**src/rtl/irq_encoder_83.sv**
```systemverilog
// irq_encoder_83: edge-latched 8-line interrupt encoder with mask and ack.
// Ports: clk, reset (async high), req_n[7:0] (async, active low),
//   mask_we/mask_in[7:0] (mask write), ack (accept presented request),
//   irq/irq_num[2:0] (registered presentation), mask_out[7:0] (mask reg).
module irq_encoder_83 (
   input  logic       clk,
   input  logic       reset,
   input  logic [7:0] req_n,
   input  logic       mask_we,
   input  logic [7:0] mask_in,
   input  logic       ack,
   output logic       irq,
   output logic [2:0] irq_num,
   output logic [7:0] mask_out
);

   typedef enum logic [1:0] {
      IDLE    = 2'd0,
      PRESENT = 2'd1,
      GAP     = 2'd2
   } state_t;

   state_t     state;
   state_t     state_nxt;
   logic [7:0] s1;
   logic [7:0] s2;
   logic [7:0] s3;
   logic [7:0] pending;
   logic [7:0] pending_nxt;
   logic [7:0] mask;
   logic [7:0] fall;
   logic [7:0] elig;
   logic [7:0] clr;
   logic [1:0] warm;
   logic       any;
   logic [2:0] sel;
   logic       irq_nxt;
   logic [2:0] num_nxt;

   // Synchronizer plus history flop.
   always_ff @(posedge clk or posedge reset) begin
      if (reset) begin
         s1 <= 8'hFF;
         s2 <= 8'hFF;
         s3 <= 8'hFF;
      end else begin
         s1 <= req_n;
         s2 <= s1;
         s3 <= s2;
      end
   end

   // Edge detection stays off until s3 and s2 both hold real samples,
   // so a line held low across reset release never looks like an edge.
   always_ff @(posedge clk or posedge reset) begin
      if (reset) begin
         warm <= 2'd0;
      end else if (warm != 2'd3) begin
         warm <= warm + 2'd1;
      end
   end

   assign fall = (warm == 2'd3) ? (s3 & ~s2) : 8'h00;
   assign elig = pending & ~mask;
   assign any  = |elig;

   // Lowest eligible index wins.
   always_comb begin
      sel = 3'd0;
      for (int i = 7; i >= 0; i--) begin
         if (elig[i]) begin
            sel = i[2:0];
         end
      end
   end

   always_comb begin
      state_nxt = state;
      irq_nxt   = irq;
      num_nxt   = irq_num;
      clr       = 8'h00;
      unique case (state)
         IDLE: begin
            if (any) begin
               state_nxt = PRESENT;
               irq_nxt   = 1'b1;
               num_nxt   = sel;
            end
         end
         PRESENT: begin
            if (ack) begin
               state_nxt = GAP;
               irq_nxt   = 1'b0;
               clr       = 8'h01 << irq_num;
            end
         end
         GAP: begin
            state_nxt = IDLE;
         end
         default: begin
            state_nxt = IDLE;
            irq_nxt   = 1'b0;
         end
      endcase
   end

   // A new edge in the same cycle as the clearing ack keeps the bit set.
   assign pending_nxt = (pending & ~clr) | fall;

   always_ff @(posedge clk or posedge reset) begin
      if (reset) begin
         state   <= IDLE;
         irq     <= 1'b0;
         irq_num <= 3'd0;
         pending <= 8'h00;
      end else begin
         state   <= state_nxt;
         irq     <= irq_nxt;
         irq_num <= num_nxt;
         pending <= pending_nxt;
      end
   end

   always_ff @(posedge clk or posedge reset) begin
      if (reset) begin
         mask <= 8'hFF;
      end else if (mask_we) begin
         mask <= mask_in;
      end
   end

   assign mask_out = mask;

endmodule

```
**config.mk**
```make
export PLATFORM = sky130hd
export DESIGN_NAME = irq_encoder_83
export DESIGN_NICKNAME = d
export VERILOG_FILES = /design/src/rtl/irq_encoder_83.sv
export SDC_FILE = /design/constraint.sdc
export NUM_CORES = 1
export LEC_CHECK = 0
export BUFFER_PORTS_ARGS = -buffer_cell sky130_fd_sc_hd__buf_2
export CAP_MARGIN = 20
export CORE_UTILIZATION = 53
export DETAILED_ROUTE_END_ITERATION = 10
export GPL_ROUTABILITY_DRIVEN = 0
export PLACE_DENSITY_LB_ADDON = 0.15
export SLEW_MARGIN = 20
export SYNTH_ARGS = -nofsm -noshare
export SYNTH_HDL_FRONTEND = slang
export SYNTH_SLANG_ARGS = --single-unit
```
**constraint.sdc**
```tcl
create_clock -name clk -period 1.85 [get_ports clk]
set_input_delay 0 -clock clk [delete_from_list [all_inputs] [get_ports clk]]
set_output_delay 0 -clock clk [all_outputs]
set_load 0.005 [all_outputs]
```
==> results.toml, run 1 <==
[run_status]
status = "complete, no violations"

[clocking]
numClockSinks = 48
total_clock_buffers_created_by_cts = 5
clk_pin_slew_worst_paths_ns = 0.13
tritoncts_clock_tree = "built"
clk-insertion-delay-late_ns = 0.35
post_cts.repair.setup_buffers = 0
ctsHtreeMaxLevel = 2
clock_tree.root_cell = "sky130_fd_sc_hd__clkbuf_4"
max_buffers_root_to_sink = 2
cts_repair_resize_count = 0

[logic_synthesis]
synth_top_cells_by_area = "sky130_fd_sc_hd__dfstp_2 48%, sky130_fd_sc_hd__dfrtp_1 23%, sky130_fd_sc_hd__mux2_2 5.7%"
syn_avg_cell_area_sq_um = 14.2
yosysMostFrequentCell = "sky130_fd_sc_hd__dfstp_2"
synth.top_cell.area_share = 0.476
ys_warn_count = 0
synth_top_flop_cell = "sky130_fd_sc_hd__dfstp_2"
leading_cell_types_by_count_after_synthesis = "32 x sky130_fd_sc_hd__dfstp_2, 16 x sky130_fd_sc_hd__dfrtp_1, 14 x sky130_fd_sc_hd__nand2_1"
netlist_instances = 124
cell_variety_after_synth = 27
synth_seq_cells = 48
synth_sequential_area_ratio = 0.703
post_synth_instance_area_sq_um = 1770
cell_taking_the_most_area_after_synthesis = "sky130_fd_sc_hd__dfstp_2"
synth_fp_nets = 145
synth_edf_count = 0
ys_async_sr_fraction = 1.00

[global_routing]
globalRouteOverflowTotal = 0
initial_antenna_violation_count = 0
largest_net_degree_at_the_start_of_global_routing = 26
grt_pass1_vias = 1119
global_router_s_overall_resource_usage = 0.199
grt_pass1_wl_um = 4910

[placed_design]
place_area_sq_um = 1990
post-place-cells = 198
dp_hpwl_um = 2050
port_buffers = 31

[power]
cell_internal_pwr_mw = 1.78
share_seq_of_total_power = 0.557
power-per-cell-area_nw_per_um2 = 1100
clockPowerShare = 0.235
power.ir.vdd_worst_uv = 649
total_switching_power_mw = 0.703
static-leakage-power_nw = 0.946
switching_share = 0.283
combPwrFrac = 0.207

[floorplanning]
die-height_um = 59.7
design.die.area_sq_um = 3570
starting_density_of_the_core = 0.569
ioPinCount = 32
floorplan_core_area_sq_um = 3100
floorplan_die_width_um = 59.7
cell_rows = 20

[drt]
avgRoutedWirePerCell_um = 13.3
drt_pre_antenna_iters = 4
avgViaCountPerCell = 5.05
detailed_route_wire_length_um = 2980
drt_iter0_markers = 40
vias = 1131
residual_antenna_violating_net_count_after_detailed_routing = 0
route.detailed.drc = 0

[cells_and_area]
syn_to_final_growth_pct = 27.1
antenna_cells = 0
fin_area_sq_um = 2240
finalCoreUtilization = 0.723
multiInputGateArea_sq_um = 502
instances_no_fill = 224
layout.filler_cells = 226
register_area_sq_um = 1240
finish.net_count = 200
post_route_cells_drive_above_1_share = 0.467

[hold_path]
hold_class = "in -> reg"
min-delay-start = "mask_we"

[timing]
grt_setup_unrepaired = "no"
setup_viol_count_final = 0
post-route-min-period_ns = 1.50
timing_max_transition_violations_final = 0
timing_hold_violations_final = 0
fin_setup_tns_ns = 0
max_freq_mhz = 669
tightest_slew_ns = 0.795
final.period_utilization = 0.808
fin_worst_skew_ns = 0.00771
headroom_to_the_max_slew_limit = 0.467

[setup_path]
path_class = "reg -> reg"
cp.required_ns = 2.11
crit_path_start = "mask_out[2]$_DFFE_PP1P_"
worstPathArrival_ns = 1.75
start_kind = "register"
setup.worst_path.end_class = "register"
critical_path.reg2reg.startpoint = "mask_out[2]$_DFFE_PP1P_"
crit_fanout = 5

[run]
max_cap_viol_count = 0
[power groups by stage]
stage	registers, mW	clock network [mW]	logic, mW
2_1_floorplan	1.36	0	0.329
6_report	1.38	0.583	0.514
3_5_place_dp	1.40	0	0.483
4_1_cts	1.38	0.611	0.517
3_3_place_gp	1.39	0	0.472
5_1_grt	1.40	0.645	0.578
[final cells by class]
class	instances	share of cell area
clock inverters	2	0.0156
multi-input cells	70	0.224
repair buffers	50	0.158
clock buffers	6	0.0184
inverters	4	0.00669
well taps	44	0.0245
flip-flops and latches	48	0.553
[state kept, by name, indices dropped and copies added, names as in the netlist]
name      count
mask_out      8
pending       8
s1            8
s2            8
s3            8
irq_num       3
state         2
warm          2
irq           1
[through the flow]
| step | power (mW) | worst slack [ns] | hold WS [ns] |
|---|---|---|---|
| after global placement | 1.86 | 0.421 | 0.0760 |
| after global routing | 2.62 | 0.263 | 0.0213 |
| after detailed placement | 1.88 | 0.384 | 0.0822 |
| after floorplan | 1.69 | 0.442 | 0.00448 |
| final | 2.48 | 0.355 | 0.0302 |
| after CTS | 2.51 | 0.354 | 0.00904 |
[logic make-up (layout without fill, tap and decap cells)]
logic type               after synthesis  count (layout)  share of synthesized area
adder cells (fa/ha/maj)                1               1                    0.00709
AND/OR/NAND/NOR                       37              37                      0.124
buffers and inverters                  6              62                     0.0128
multiplexers                           9               9                     0.0574
XOR/XNOR                               1               1                    0.00496
flip-flops                            48              48                      0.703
AO/OA/AOI/OAI                         22              22                     0.0907
[worst max-delay path: stages (launching register included)]
cell and delay [ns]:
sky130_fd_sc_hd__dfstp_2 0.57, sky130_fd_sc_hd__nand2b_4 0.16, sky130_fd_sc_hd__o2111ai_4 0.14, sky130_fd_sc_hd__o31a_1 0.36, sky130_fd_sc_hd__o21a_1 0.18
[cells in the final DEF (no fill, tap or decap)]
cell type / Yosys / layout
sky130_fd_sc_hd__nand2b_4: 2 / 2
sky130_fd_sc_hd__o21ai_0: 9 / 9
sky130_fd_sc_hd__a21o_1: 1 / 1
sky130_fd_sc_hd__o22ai_1: 1 / 1
sky130_fd_sc_hd__inv_1: 4 / 3
sky130_fd_sc_hd__o31ai_1: 2 / 2
sky130_fd_sc_hd__a21oi_1: 2 / 2
sky130_fd_sc_hd__nand3b_1: 8 / 8
sky130_fd_sc_hd__a311oi_1: 1 / 1
sky130_fd_sc_hd__nand4_1: 1 / 1
sky130_fd_sc_hd__buf_2: 0 / 31
sky130_fd_sc_hd__clkinv_1: 0 / 1
sky130_fd_sc_hd__o311ai_0: 1 / 1
sky130_fd_sc_hd__bufinv_16: 0 / 1
sky130_fd_sc_hd__mux2_2: 9 / 9
sky130_fd_sc_hd__nand2b_1: 6 / 6
sky130_fd_sc_hd__nor2b_1: 3 / 3
sky130_fd_sc_hd__dfstp_2: 32 / 32
sky130_fd_sc_hd__o21a_1: 1 / 1
sky130_fd_sc_hd__clkinv_2: 0 / 1
sky130_fd_sc_hd__nand2_1: 14 / 14
sky130_fd_sc_hd__a31o_2: 1 / 1
sky130_fd_sc_hd__o31a_1: 1 / 1
sky130_fd_sc_hd__dfrtp_1: 16 / 16
sky130_fd_sc_hd__clkbuf_4: 0 / 5
sky130_fd_sc_hd__nor2_1: 2 / 2
sky130_fd_sc_hd__clkbuf_1: 2 / 1
sky130_fd_sc_hd__o2111ai_4: 1 / 1
sky130_fd_sc_hd__buf_12: 0 / 1
sky130_fd_sc_hd__and3b_1: 1 / 1
sky130_fd_sc_hd__xnor2_1: 1 / 1
sky130_fd_sc_hd__a22oi_1: 1 / 1
sky130_fd_sc_hd__ha_1: 1 / 1
sky130_fd_sc_hd__dlygate4sd3_1: 0 / 18
[layer usage]
metal  wire length, um  global-route usage
met5                 0                   0
met4                91               0.130
met3               109              0.0498
met2              1510               0.322
met1              1270               0.236
[final timing paths]
kind / end / slack, ns / depth (start not counted)
setup / recovery: irq$_DFFE_PP0P_ / 0.35 / 4
hold / removal: mask_out[4]$_DFFE_PP1P_ / 0.03 / 2
setup reg to reg: irq$_DFFE_PP0P_ / 0.35 / 4
hold reg to reg: s2[4]$_DFF_PP1_ / 0.37 / 0
max in group asynchronous: mask_out[7]$_DFFE_PP1P_ / 1.01 / 4
min in group asynchronous: warm[1]$_DFFE_PP0N_ / 0.24 / 3
[timing repair]
item / 4_1_cts / 5_1_grt
endpoints found under the setup margin: 0 / 0
hold buffers: 18 / 0
hold endpoints to repair: 21 / 0
Power figures use the tool's default switching activity.
==> run 2: changes to the inputs <==
==> constraint.sdc (replaced) <==
create_clock -name clk -period 1.5 [get_ports clk]
set_input_delay 0 -clock clk [delete_from_list [all_inputs] [get_ports clk]]
set_output_delay 0 -clock clk [all_outputs]
set_load 0.005 [all_outputs]
==> run 2 against run 1 <==
Die area did not move. Register-to-register slack worse by 0.28 ns. Clock power up 26%. Sequential share of layout area fell by 0.15 points. Combinational power rose by 25%. Wire length grew 8.8%. Via count increased by 0.27%. First-iteration DRC count down 23%. Non-clock buffer count is 1 higher. Critical path type unchanged. Critical endpoint unchanged.
==> results.toml, run 2 (synthesis gave the netlist of run 1 again) <==
[placed_design]
port_buffers = 31
place_area_sq_um = 2000
dp_hpwl_um = 2220
dp_slack_ns = 0.0403

[floorplanning]
floorplan_core_area_sq_um = 3100
floorplan_die_width_um = 59.7
die-height_um = 59.7
design.die.area_sq_um = 3570
cell_rows = 20
ioPinCount = 32
starting_density_of_the_core = 0.569

[clocking]
ctsHtreeMaxLevel = 2
total_clock_buffers_created_by_cts = 5
clock_tree.root_cell = "sky130_fd_sc_hd__clkbuf_4"
clk-insertion-delay-late_ns = 0.36
max_buffers_root_to_sink = 2
clk_pin_slew_worst_paths_ns = 0.12
post_cts.repair.setup_buffers = 0
tritoncts_clock_tree = "built"
numClockSinks = 48

[drt]
avgViaCountPerCell = 5.04
detailed_route_wire_length_um = 3240
drt_iter0_markers = 31
route.detailed.drc = 0
drt_pre_antenna_iters = 4
vias = 1134
avgRoutedWirePerCell_um = 14.4
residual_antenna_violating_net_count_after_detailed_routing = 0

[timing]
max_freq_mhz = 700
timing_hold_violations_final = 0
final.period_utilization = 0.952
setup_viol_count_final = 0
fin_setup_tns_ns = 0
tightest_slew_ns = 0.734
post-route-min-period_ns = 1.43
postLayoutSetupSlackWorst_ns = 0.0720
fin_worst_skew_ns = 0.0103
timing_max_transition_violations_final = 0
grt_setup_unrepaired = "no"
headroom_to_the_max_slew_limit = 0.508

[global_routing]
grt_pass1_wl_um = 5160
initial_antenna_violation_count = 0
globalRouteOverflowTotal = 0
global_router_s_overall_resource_usage = 0.211
largest_net_degree_at_the_start_of_global_routing = 30
grt_pass1_vias = 1199

[run_status]
status = "complete, no violations"

[setup_path]
path_class = "reg -> reg"
crit_fanout = 5
timing.critical_path.cells = "nand2b_4, o2111ai_4, o31a_1, o21a_1"
cp.required_ns = 1.76
cpPeakStageDelay_ns = 0.56
worst_path_max_delay_cell = "sky130_fd_sc_hd__dfstp_2"
setup.worst_path.end_class = "register"
start_kind = "register"
worstPathArrival_ns = 1.69

[hold_path]
hold_class = "in -> reg"

[run]
max_cap_viol_count = 0

[power]
total_power_mw = 3.08
power-per-cell-area_nw_per_um2 = 1370
static-leakage-power_nw = 0.948
power.ir.vdd_worst_uv = 862

[cells_and_area]
register_area_sq_um = 1240
post_route_cells_drive_above_1_share = 0.464
finish.net_count = 201
syn_to_final_growth_pct = 27.5
most-common-layout-cells = "32 x sky130_fd_sc_hd__dfstp_2, 31 x sky130_fd_sc_hd__buf_2, 18 x sky130_fd_sc_hd__dlygate4sd3_1"
fin_area_sq_um = 2250
mostFrequentLayoutCell = "sky130_fd_sc_hd__dfstp_2"
antenna_cells = 0
layout.filler_cells = 247
multiInputGateArea_sq_um = 502
==> run 2: what timing repair did <==
action | 4_1_cts | 5_1_grt
hold buffers | 18 | 0
gates resized for setup | 0 | 1
endpoints found under the setup margin | 0 | 2
endpoints found under the hold margin | 29 | 0
==> run 2: power by group <==
part / switching, mW / internal [mW]
clock network: 0.378 / 0.354
logic: 0.332 / 0.313
registers: 0.169 / 1.53
total: 0.879 / 2.20
==> run 2: layer usage <==
metal | vias up | track usage | wire length, um
met4 | 0 | 0.143 | 58
met1 | 558 | 0.233 | 1340
met3 | 6 | 0.0455 | 122
met2 | 33 | 0.363 | 1720
met5 | - | 0 | 0
li1 | 537 | - | -
==> run 2: critical path: cells and delay by family (launching register included) <==
| family | cells | cell delay [ns] |
|---|---|---|
| flops | 1 | 0.56 |
| simple gates | 1 | 0.15 |
| compound gates | 3 | 0.62 |
==> run 2: cell type report <==
type / instances / area share
Inverter: 4 / 0.00667
Clock inverter: 1 / 0.0133
Multi-Input combinational cell: 70 / 0.223
Timing Repair Buffer: 51 / 0.161
Sequential cell: 48 / 0.551
Tap cell: 44 / 0.0245
Clock buffer: 7 / 0.0200
==> run 2: final timing paths <==
| path | startpoint | to | slack [ns] | cells past startpoint |
|---|---|---|---|---|
| max | mask_out[2]$_DFFE_PP1P_ | irq$_DFFE_PP0P_ | 0.07 | 4 |
| min | mask_we | mask_out[1]$_DFFE_PP1P_ | 0.04 | 2 |
| max reg2reg | mask_out[2]$_DFFE_PP1P_ | irq$_DFFE_PP0P_ | 0.07 | 4 |
| min reg2reg | s1[1]$_DFF_PP1_ | s2[1]$_DFF_PP1_ | 0.36 | 0 |
| max in group asynchronous | reset | mask_out[4]$_DFFE_PP1P_ | 0.69 | 4 |
| min in group asynchronous | reset | pending[0]$_DFF_PP0_ | 0.21 | 3 |
==> run 2: stage by stage <==
stage                     hold slack (ns)  std cells   util
final                              0.0392        225  0.725
after global routing               0.0412        225  0.725
after CTS                          0.0334        225  0.725
after detailed placement           0.0611        199  0.643
after global placement             0.0457        199  0.643
after floorplan                   0.00448        124      -
==> run 3: changes to the inputs <==
--- a/config.mk
+++ b/config.mk
@@ -7,7 +7,10 @@
 export LEC_CHECK = 0
 export BUFFER_PORTS_ARGS = -buffer_cell sky130_fd_sc_hd__buf_2
 export CAP_MARGIN = 20
-export CORE_UTILIZATION = 53
+export CELL_PAD_IN_SITES_DETAIL_PLACEMENT = 2
+export CELL_PAD_IN_SITES_GLOBAL_PLACEMENT = 2
+export CORE_MARGIN = 5
+export CORE_UTILIZATION = 37
 export DETAILED_ROUTE_END_ITERATION = 10
 export GPL_ROUTABILITY_DRIVEN = 0
 export PLACE_DENSITY_LB_ADDON = 0.15
==> run 3 against run 2 <==
Total power up 11%. Clock skew up 0.0030 ns. First-iteration DRC count down 81%. Worst hold slack worse by 0.012 ns. Clock power up 38%. Fmax down 0.54%. Via count up 1.1%. Final area up 2.3%. Critical path type unchanged. Largest cell class unchanged. Highest routed layer unchanged.
==> results.toml, run 3 (synthesis gave the netlist of run 1 again) <==
[run_status]
status = "complete, no violations"

[setup_path]
timing.rr.end = "irq$_DFFE_PP0P_"
cp.required_ns = 1.69
critical_path.reg2reg.startpoint = "mask_out[2]$_DFFE_PP1P_"
timing.reg2reg.setup_slack_ns = 0.06
cpPeakStageDelay_ns = 0.55
setup.worst_path.end_class = "register"
crit_path_start = "mask_out[2]$_DFFE_PP1P_"
crit_fanout = 5
path_buf_inv = 0
critical_path_depth = 4
cp-endpoint = "irq$_DFFE_PP0P_"
path_class = "reg -> reg"
rr_worst_depth = 4
cell_type_group_with_the_largest_total_delay_on_the_critical_path = "compound AO/OA/AOI/OAI gates"
worst_path_max_delay_cell = "sky130_fd_sc_hd__dfstp_2"
start_kind = "register"
timing.critical_path.cells = "nand2b_4, o2111ai_4, o31a_1, o21a_1"
worstPathArrival_ns = 1.63

[timing]
max_freq_mhz = 697
finalHoldWorstSlack_ns = 0.0273
tightest_slew_ns = 0.586
setup_viol_count_final = 0
final.period_utilization = 0.957
grt_setup_unrepaired = "no"
timing_hold_violations_final = 0
headroom_to_the_max_slew_limit = 0.610
timing_max_transition_violations_final = 0
fin_setup_tns_ns = 0
fin_worst_skew_ns = 0.0133
post-route-min-period_ns = 1.44

[global_routing]
grt_pass1_vias = 1384
initial_antenna_violation_count = 0
globalRouteOverflowTotal = 0
largest_net_degree_at_the_start_of_global_routing = 49
grt_pass1_wl_um = 6750
global_router_s_overall_resource_usage = 0.143

[power]
power.ir.vdd_worst_uv = 626
total_switching_power_mw = 0.972
combPwrFrac = 0.202
share_seq_of_total_power = 0.502
switching_share = 0.285
cell_internal_pwr_mw = 2.43
total_power_mw = 3.40
clockPowerShare = 0.297
static-leakage-power_nw = 0.970
power-per-cell-area_nw_per_um2 = 1480

[cells_and_area]
instances_no_fill = 234
fin_area_sq_um = 2300
syn_to_final_growth_pct = 30.4
post_route_cells_drive_above_1_share = 0.489
finish.net_count = 200
antenna_cells = 0
mostFrequentLayoutCell = "sky130_fd_sc_hd__dfstp_2"
most-common-layout-cells = "32 x sky130_fd_sc_hd__dfstp_2, 31 x sky130_fd_sc_hd__buf_2, 17 x sky130_fd_sc_hd__dlygate4sd3_1"

[clocking]
clk-insertion-delay-late_ns = 0.30
clock_tree.root_cell = "sky130_fd_sc_hd__clkbuf_8"
max_buffers_root_to_sink = 2
ctsHtreeMaxLevel = 2
tritoncts_clock_tree = "built"
clk_pin_slew_worst_paths_ns = 0.08
total_clock_buffers_created_by_cts = 5
numClockSinks = 48

[drt]
residual_antenna_violating_net_count_after_detailed_routing = 0
avgViaCountPerCell = 4.90
detailed_route_wire_length_um = 3930
route.detailed.drc = 0
avgRoutedWirePerCell_um = 16.8
drt_iter0_markers = 6
vias = 1146
drt_pre_antenna_iters = 4

[floorplanning]
die-height_um = 79.1
cell_rows = 25
starting_density_of_the_core = 0.376
floorplan_core_area_sq_um = 4690
design.die.area_sq_um = 6250
floorplan_die_width_um = 79.1
ioPinCount = 32

[hold_path]
min-delay-start = "ack"
hold_class = "in -> reg"

[placed_design]
port_buffers = 31
post-place-cells = 209
place_area_sq_um = 2000
dp_hpwl_um = 2730

[run]
max_cap_viol_count = 0
## run 3: power by group through the flow
stage	clock network, mW	logic [mW]	registers, mW
finish	1.01	0.686	1.71
global route	1.11	0.760	1.74
CTS	1.05	0.692	1.72
detailed placement	0	0.639	1.73
global placement	0	0.605	1.71
floorplan	0	0.406	1.68
## run 3: how the worst min path moves through the flow
stage                                 to  slack [ns]  cells past startpoint
floorplan                s1[0]$_DFF_PP1_       0.004                      0
global placement         s1[3]$_DFF_PP1_        0.11                      1
detailed placement       s1[3]$_DFF_PP1_        0.11                      1
CTS                      irq$_DFFE_PP0P_        0.02                      3
global route        state[0]$_DFFE_PP0P_        0.06                      3
finish                   irq$_DFFE_PP0P_        0.03                      3
## run 3: worst min-delay path, stage by stage
cell and delay, ns:
sky130_fd_sc_hd__buf_2 0.09, sky130_fd_sc_hd__o21ai_0 0.09, sky130_fd_sc_hd__o21a_1 0.11
## run 3: layout make-up
| class | count | area [sq um] |
|---|---|---|
| inverter | 4 | 15.0 |
| clock inverter | 1 | 30.0 |
| multi-input combinational | 70 | 512 |
| fill | 467 | 2390 |
| sequential | 48 | 1240 |
| clock buffer | 7 | 96.3 |
| tap | 54 | 67.6 |
| timing repair buffer | 50 | 340 |
## run 3: through the flow
stage / setup WS, ns / utilization
final: 0.0643 / 0.491
after global routing: 0.00654 / 0.491
after CTS: 0.00463 / 0.490
after detailed placement: 0.0136 / 0.425
after global placement: 0.0656 / 0.425
after floorplan: 0.0920 / -
## run 3: per-layer routing
metal,GRT usage,wire length (um)
met1,0.154,1480
met2,0.267,2200
met3,0.0317,184
met4,0.0619,64
met5,0,0
## run 3: repair_timing
action,in CTS,in global routing
hold buffers,17,0
hold endpoints to repair,32,0
gates resized for setup,1,2
setup endpoints to repair,1,3
gates cloned,0,0
buffers inserted,0,0
pin swaps,0,1
